===== src/rtl/adc_triggered_capture_pkg.sv =====
// Shared types and constants for the ADC triggered-capture block.
// The state encoding is visible on the status port, so the values are fixed.
package adc_triggered_capture_pkg;

    typedef enum logic [2:0] {
        ST_IDLE  = 3'd0,
        ST_PRE   = 3'd1,
        ST_ARMED = 3'd2,
        ST_POST  = 3'd3,
        ST_DONE  = 3'd4
    } capture_state_t;

    // The 8-bit capture sample is taken from the 12-bit XADC result field.
    localparam int SAMPLE_MSB = 11;
    localparam int SAMPLE_LSB = 4;
    localparam int SAMPLE_W   = SAMPLE_MSB - SAMPLE_LSB + 1;

endpackage


===== src/rtl/adc_level_crossing_detect.sv =====
// Combinational threshold-crossing detector: compares the previous and the
// current sample against the threshold, unsigned, in the selected direction.
module adc_level_crossing_detect
    import adc_triggered_capture_pkg::*;
(
    input  logic [SAMPLE_W-1:0] prev,
    input  logic [SAMPLE_W-1:0] cur,
    input  logic [SAMPLE_W-1:0] thr,
    input  logic                edge_rising,
    input  logic                prev_valid,
    output logic                hit
);

    always_comb begin
        hit = 1'b0;
        if (prev_valid) begin
            if (edge_rising) begin
                hit = (prev < thr) && (cur >= thr);
            end else begin
                hit = (prev >= thr) && (cur < thr);
            end
        end
    end

endmodule


===== src/rtl/adc_triggered_capture.sv =====
// XADC-driven capture engine: paces conversions, writes samples into a circular
// buffer, and freezes the buffer around a level-crossing or software trigger.
module adc_triggered_capture
    import adc_triggered_capture_pkg::*;
#(
    parameter int ADDR_BITS = 16
) (
    input  logic                 clk,
    input  logic                 rst_n,
    input  logic                 cfg_arm,
    input  logic                 cfg_sw_trigger,
    input  logic                 cfg_edge_rising,
    input  logic [7:0]           cfg_threshold,
    input  logic [ADDR_BITS-1:0] cfg_pretrig,
    input  logic                 adc_drdy,
    input  logic [15:0]          adc_data,
    output logic                 adc_trigger,
    output logic [ADDR_BITS-1:0] bram_waddr,
    output logic [7:0]           bram_wdata,
    output logic                 bram_wen,
    output logic [ADDR_BITS-1:0] trig_addr,
    output logic [2:0]           state,
    output logic                 done
);

    // All-ones is DEPTH-1, the largest pretrigger count; the port width already
    // caps cfg_pretrig there, so no further clamp is needed.
    localparam logic [ADDR_BITS-1:0] MAX_P = '1;
    localparam logic [ADDR_BITS-1:0] ONE   = ADDR_BITS'(1);

    capture_state_t state_q, state_d;

    logic                 arm_q;
    logic                 pending;
    logic [ADDR_BITS-1:0] wr_ptr;
    logic [ADDR_BITS-1:0] pre_cnt;
    logic [ADDR_BITS-1:0] post_cnt;
    logic [ADDR_BITS-1:0] p_reg;
    logic [7:0]           prev;
    logic                 prev_valid;
    logic                 trig_wait;

    logic [7:0]           sample;
    logic                 hit;
    logic                 active;
    logic                 arm_edge;
    logic                 accept;
    logic                 trig_now;
    logic [ADDR_BITS-1:0] pre_inc;
    logic [ADDR_BITS-1:0] post_inc;
    logic [ADDR_BITS-1:0] post_target;
    logic                 unused_adc_bits;

    assign unused_adc_bits = ^{adc_data[15:SAMPLE_MSB+1], adc_data[SAMPLE_LSB-1:0]};

    adc_level_crossing_detect u_detect (
        .prev        (prev),
        .cur         (sample),
        .thr         (cfg_threshold),
        .edge_rising (cfg_edge_rising),
        .prev_valid  (prev_valid),
        .hit         (hit)
    );

    always_comb begin
        sample      = adc_data[SAMPLE_MSB:SAMPLE_LSB];
        active      = (state_q == ST_PRE) || (state_q == ST_ARMED) || (state_q == ST_POST);
        arm_edge    = cfg_arm && !arm_q;
        accept      = active && cfg_arm && adc_drdy;
        adc_trigger = active && cfg_arm && !pending && !adc_drdy;
        pre_inc     = pre_cnt + ONE;
        post_inc    = post_cnt + ONE;
        post_target = MAX_P - p_reg;
        // A software trigger with no sample this cycle names the next sample written.
        trig_now    = (state_q == ST_ARMED) && cfg_arm && ((accept && hit) || cfg_sw_trigger);
        state       = state_q;
        done        = (state_q == ST_DONE);
    end

    always_comb begin
        state_d = state_q;
        if (!cfg_arm) begin
            state_d = ST_IDLE;
        end else begin
            unique case (state_q)
                ST_IDLE, ST_DONE: begin
                    if (arm_edge) state_d = (cfg_pretrig == '0) ? ST_ARMED : ST_PRE;
                end
                ST_PRE: begin
                    if (accept && (pre_inc == p_reg)) state_d = ST_ARMED;
                end
                ST_ARMED: begin
                    if (trig_now) state_d = (accept && (p_reg == MAX_P)) ? ST_DONE : ST_POST;
                end
                ST_POST: begin
                    if (accept && ((trig_wait && (p_reg == MAX_P)) ||
                                   (!trig_wait && (post_inc == post_target)))) begin
                        state_d = ST_DONE;
                    end
                end
                default: state_d = ST_IDLE;
            endcase
        end
    end

    // arm_q resets high so a level already high at reset release is not an edge.
    always_ff @(posedge clk or negedge rst_n) begin
        if (!rst_n) begin
            state_q    <= ST_IDLE;
            arm_q      <= 1'b1;
            pending    <= 1'b0;
            wr_ptr     <= '0;
            pre_cnt    <= '0;
            post_cnt   <= '0;
            p_reg      <= '0;
            prev       <= '0;
            prev_valid <= 1'b0;
            trig_wait  <= 1'b0;
            trig_addr  <= '0;
            bram_wen   <= 1'b0;
            bram_waddr <= '0;
            bram_wdata <= '0;
        end else begin
            state_q  <= state_d;
            arm_q    <= cfg_arm;
            bram_wen <= accept;

            if (adc_drdy) begin
                pending <= 1'b0;
            end else if (adc_trigger) begin
                pending <= 1'b1;
            end

            if (arm_edge && ((state_q == ST_IDLE) || (state_q == ST_DONE))) begin
                wr_ptr     <= '0;
                pre_cnt    <= '0;
                post_cnt   <= '0;
                prev_valid <= 1'b0;
                trig_wait  <= 1'b0;
                p_reg      <= cfg_pretrig;
            end else if (accept) begin
                bram_waddr <= wr_ptr;
                bram_wdata <= sample;
                wr_ptr     <= wr_ptr + ONE;
                prev       <= sample;
                prev_valid <= 1'b1;
                if (state_q == ST_PRE) pre_cnt <= pre_inc;
                if (state_q == ST_POST) begin
                    if (trig_wait) begin
                        trig_wait <= 1'b0;
                    end else begin
                        post_cnt <= post_inc;
                    end
                end
            end

            if (trig_now) begin
                trig_addr <= wr_ptr;
                if (!accept) trig_wait <= 1'b1;
            end
        end
    end

endmodule


===== config.mk =====
export PLATFORM = sky130hd
export DESIGN_NAME = adc_triggered_capture
export DESIGN_NICKNAME = d
export VERILOG_FILES = /design/src/rtl/adc_triggered_capture_pkg.sv /design/src/rtl/adc_level_crossing_detect.sv /design/src/rtl/adc_triggered_capture.sv
export SDC_FILE = /design/constraint.sdc
export NUM_CORES = 1
export LEC_CHECK = 0
export ABC_AREA = 1
export CORE_UTILIZATION = 40
export CTS_CLUSTER_DIAMETER = 40
export DETAILED_ROUTE_END_ITERATION = 10
export GPL_ROUTABILITY_DRIVEN = 0
export PLACE_DENSITY_LB_ADDON = 0.25
export SETUP_SLACK_MARGIN = 0.2
export SYNTH_ARGS = -nofsm -noshare
export SYNTH_HDL_FRONTEND = slang
export SYNTH_SLANG_ARGS = --single-unit

===== constraint.sdc =====
create_clock -name clk -period 5.3 [get_ports clk]
set_clock_uncertainty 0.05 [all_clocks]
set_input_delay 1.06 -clock clk [delete_from_list [all_inputs] [get_ports clk]]
set_output_delay 1.06 -clock clk [all_outputs]
set_load 0.01 [all_outputs]

# Yosys cells after proc, flatten, opt, wreduce, memory -nomap -nowiden
# Index checks and enable logic that the tools add are counted.
# W data, S select, Z words.
[op_classes]
n_addsub = 4
reduce_logical = 36
mux = 28
n_lt_le_gt_ge = 4
eq_ne = 12
bitwise = 1
[ops]
columns = ["operator", "count"]
rows = [
  ["$mux W16", 9],
  ["$add A16 B1 Y16 const B", 3],
  ["$eq A16 B16 Y1", 2],
  ["$mux W3", 6],
  ["$eq A16 B16 Y1 const B", 1],
  ["$ge A8 B8 Y1", 2],
  ["$logic_and A1 B1 Y1", 16],
  ["$logic_not A16 Y1", 1],
  ["$lt A8 B8 Y1", 2],
  ["$sub A16 B16 Y16 const A", 1],
  ["$pmux W3 S4", 1],
  ["$mux W1", 11],
  ["$ne A3 B3 Y1 const B", 3],
  ["$reduce_bool A2 Y1", 4],
  ["$eq A3 B2 Y1 const B", 2],
  ["$logic_or A1 B1 Y1", 5],
  ["$logic_not A1 Y1", 4],
  ["$reduce_and A2 Y1", 2],
  ["$reduce_and A4 Y1", 1],
  ["$eq A3 B1 Y1 const B", 1],
  ["$eq A3 B3 Y1 const B", 1],
  ["$logic_not A3 Y1", 1],
  ["$ne A3 B2 Y1 const B", 1],
  ["$reduce_and A3 Y1", 1],
  ["4 further kinds", 4],
]
[word_totals]
wordCells = 98
ff_bits = 112
in_bits = 46
out_inout_bits = 46

# Longest topological paths before layout
[depth]
ltp_word = 11
depth_mapped = 18
ltp_nobuf = 18

# Modules after synthesis
# Synthesis repeated with hierarchy kept, for this count alone.
[hier_totals]
cells_unflattened = 812
area_unflattened_um2 = 6244.7
[by_module_without_submodules]
columns = ["mod", "seq_area_each_um2", "cells_per_inst", "instances", "area_each_um2"]
rows = [
  ["adc_triggered_capture", 2803.9, 734, 1, 5758.0],
  ["adc_level_crossing_detect", 0.0, 78, 1, 486.7],
]

# Worst setup path before layout
# Ideal clock, no wire load.
[synth_path]
kind = "input -> register"
startpoint = "input port cfg_threshold[1]"
endpoint = "register trig_addr[0]"
setup_slack_ns = 2.634
path_stages = 16
arrival_ns = 2.533
required_time_ns = 5.167
setup_ns = 0.083
cell_sequence = "inv_1 -> ha_1 -> inv_1 -> o21bai_1 -> nand2_1 -> nand2_1 -> nand2_1 -> and2_1 -> nand2_1 -> nand2_1 -> nand3_1 -> nand2_1 -> nand2_1 -> clkbuf_1 -> nand2_1 -> o21ai_0"
[synth_between]
elab_chain_cells = 7
[synth_lines]
columns = ["item", "line_no", "rtl"]
rows = [
  ["from (decl)", "adc_triggered_capture.sv:13", "input logic [7:0] cfg_threshold,"],
  ["$ge A8 B8 Y1 (tied with other cells)", "adc_level_crossing_detect.sv:20", "hit = (prev >= thr) && (cur < thr);"],
  ["$logic_and A1 B1 Y1, on equally long branches", "adc_level_crossing_detect.sv:20, adc_level_crossing_detect.sv:18", ""],
  ["$mux W1 (*)", "adc_level_crossing_detect.sv:17", "if (edge_rising) begin"],
  ["$mux W1 (*)", "adc_level_crossing_detect.sv:16", "if (prev_valid) begin"],
  ["$logic_and A1 B1 Y1 (*)", "adc_triggered_capture.sv:75", "trig_now = (state_q == ST_ARMED) && cfg_arm && ((accept && hit) || cfg_sw_trigger);"],
  ["$logic_or A1 B1 Y1 (*)", "adc_triggered_capture.sv:75", ""],
  ["$logic_and A1 B1 Y1 (*)", "adc_triggered_capture.sv:75", ""],
  ["to (signal assigned)", "adc_triggered_capture.sv:158", "trig_addr <= wr_ptr;"],
  ["to (decl)", "adc_triggered_capture.sv:21", "output logic [ADDR_BITS-1:0] trig_addr,"],
]
# Mark *: on every way between the ends. The rest lies on a longest branch, timed or not.
# A chain may end at the register's enable or synchronous reset.

# Final worst setup path
[layout_path]
startpoint = "input port cfg_arm"
endpoint = "output port adc_trigger"
[layout_between]
elab_chain_cells = 3
[layout_lines]
columns = ["item", "line_no", "rtl"]
rows = [
  ["from (decl)", "adc_triggered_capture.sv:10", "input logic cfg_arm,"],
  ["$logic_and A1 B1 Y1 (3 in a row)", "adc_triggered_capture.sv:70", "adc_trigger = active && cfg_arm && !pending && !adc_drdy;"],
  ["to (decl)", "adc_triggered_capture.sv:17", "output logic adc_trigger,"],
]
# Every way passes these cells.

==> impl_metrics.tcl <==
set metrics [dict create \
    synth_nets 890 \
    critPathSlowestCell "clkdlybuf4s50_1" \
    holdWs_ps 421 \
    cts_max_level 3 \
    area_delta_synth_final_pct 21.4 \
    finalCritPeriodShare_pct 72.2 \
    crit_path_start_kind "primary input" \
    final_common_cell "nand2_1" \
    drc 0 \
    worstMarginPinSlew_ps 932 \
    nets 969 \
    seq_area_frac_synth_pct 45.2 \
    syn_area_per_cell_um2 7.53 \
    cts_setup_buffers 0 \
    path_max_fanout 6 \
    synth_cell_types 40 \
    synthMuxAreaShare_pct 0 \
    rows 45 \
    synthAdderAreaFrac_pct 3.83 \
    synth_top_family_by_area "simple AND/OR/NAND/NOR gates" \
    irDropWorstVdd_mv 0.219 \
    cpMostUsedCell "clkdlybuf4s50_1" \
    overflow 0 \
    path_buf_inv 3 \
    synth-xor-area-share_pct 1.21 \
    crit_type "in -> out" \
    status "completed" \
    core_mm2 0.0152 \
    clockBufferDepth 2 \
    die_area_mm2 0.0160 \
    drive_gt1_share_pct 4.96 \
    ys_warn_count 0 \
    synth-compound-area-share_pct 11.1 \
    finalHoldViolCount 0 \
    fmax_mhz 261 \
    crit_family "buffers and inverters" \
    power_density_mw_per_mm2 403 \
    clk_pin_slew_ps 80 \
    wl_um 15400 \
    grt_pass1_vias 5433 \
    hpwl_um 11200 \
    post_cts_resized 0 \
    drt_iter0_markers 328 \
    syn-cell-area_mm2 0.00621 \
    clockRootBuffer "clkbuf_16" \
    cp_cell_sequence "clkdlybuf4s50_1 > inv_2 > nor2_4 > nand2_4 > nor3_1 > clkdlybuf4s50_1" \
    rsz0062_at_grt "no" \
    slowest_delay_ps 590 \
    required_ps 4190 \
    ctsHoldBuffers 0 \
    synth_flop_cell "dfrtp_1" \
    clk_latency_ps 360 \
    first_pass_iters 5 \
    layout_common_cells "nand2_1, dfrtp_1, inv_1, clkdlybuf4s50_1, o21ai_0" \
    grt_usage_pct 20.5 \
    wl_per_cell_um 14.0 \
    synthArstFlopShare_pct 100 \
    die_w_um 127 \
    cts_buffers 9 \
    io_pins 92 \
    cts_tree "built" \
    drtAntennaViolNets 0 \
    via_count 5570 \
    synth_seq_cells 112 \
    end_kind "output port" \
    layout_min_cycle_time_ps 3830 \
    grt_max_degree 47 \
    setup_violations 0 \
    slew_headroom_pct 37.7 \
    arrival_ps 2720 \
    grt_pass1_wl_um 26200 \
    antenna_found_initial 0 \
    cap_violations 0 \
    num_antenna_cells 0 \
    numClockSinks 112 \
    hold_path_class "reg -> reg" \
    port_buffers 83 \
    slew_viol_final 0 \
    leakagePower_nw 3.54 \
    routed_via_density 5.08 \
    tns_ps 0 \
    fp.dieH_um 127 \
    synth_cells 825 \
    synth_edf_count 0 \
    synthSimpleGateAreaFrac_pct 31.1 \
    start_util_pct 40.8 \
]
[where the power goes]
part	switching, mW	internal [mW]	leakage [nW]
sequential	0.208	1.06	1.50
clock	0.352	0.379	0.153
combinational	0.569	0.472	1.89
total	1.13	1.91	3.54
[layer usage]
metal | global-route usage [%] | vias to the layer above | part of all wire, %
met5 | 0 | - | 0
met4 | 5.74 | 0 | 1.5
met3 | 5.02 | 15 | 6.2
met2 | 33.5 | 135 | 46
met1 | 27.1 | 2578 | 47
li1 | - | 2842 | -
[stage by stage]
step                      utilization, %  instance area [µm²]  cells  power (mW)  worst slack [ps]
final                               49.6                 7540   1096        3.04              1470
after global routing                49.6                 7540   1096        3.25              1340
after global placement              47.5                 7230   1081        2.31              1370
after floorplan                        -                 6210    825        1.85              2630
after CTS                           49.6                 7540   1096        3.07              1440
after detailed placement            47.5                 7230   1081        2.32              1240
[synth_stat cells (2+ instances only)]
master / count / area [µm²]
buf_1: 2 / 7.51
nor2_4: 3 / 33.8
nand2_2: 2 / 12.5
nand3b_1: 2 / 15.0
nand2_1: 251 / 942
a21oi_1: 18 / 90.1
dfrtp_1: 111 / 2780
clkbuf_1: 12 / 45.0
o21ai_1: 3 / 15.0
inv_1: 102 / 383
nor3_2: 2 / 20.0
inv_2: 4 / 15.0
nand4_1: 18 / 113
and2_1: 3 / 18.8
ha_1: 19 / 238
o21ai_0: 70 / 350
o22ai_1: 25 / 156
nor2_1: 66 / 248
nor2_2: 4 / 25.0
a31oi_1: 2 / 12.5
nand3_1: 61 / 305
xor2_1: 6 / 52.6
nor2_8: 2 / 40.0
o21a_1: 2 / 15.0
nand2_4: 3 / 33.8
buf_2: 4 / 20.0
nor3_1: 13 / 65.1
nor4_1: 3 / 18.8
[path summary, 6_finish.rpt]
kind	from	endpoint	slack, ps	cells past startpoint
hold / removal	wr_ptr[11]$_DFFE_PN0P_	wr_ptr[12]$_DFFE_PN0P_	420	1
setup reg to reg	state[1]$_DFFE_PN0P_	trig_addr[3]$_DFFE_PN0P_	2520	10
setup / recovery	cfg_arm	adc_trigger	1470	6
hold reg to reg	wr_ptr[11]$_DFFE_PN0P_	wr_ptr[12]$_DFFE_PN0P_	420	1
min in group asynchronous	rst_n	pre_cnt[10]$_DFFE_PN0P_	660	1
max in group asynchronous	rst_n	wr_ptr[5]$_DFFE_PN0P_	3580	2
[layout make-up]
type	instances	area, µm²
clock buffers	9	225
clock inverters	6	83.8
fillers	1536	7670
inverters	107	404
multi-input cells	588	2930
flip-flops and latches	112	2800
well taps	188	235
repair buffers	86	851
[cells by family after synthesis]
group	after synthesis
simple gates	436
flops	112
xor+xnor	7
compound gates	126
fa+ha+maj	19
buf+inv	125
[worst register-to-register path: cells and delay by family (launching register included)]
kind,cells,cell delay (ps)
AO/OA/AOI/OAI,1,410
buffers and inverters,2,370
flip-flops,1,510
AND/OR/NAND/NOR,7,1340
Note: power is estimated with default switching activity, not from simulation.
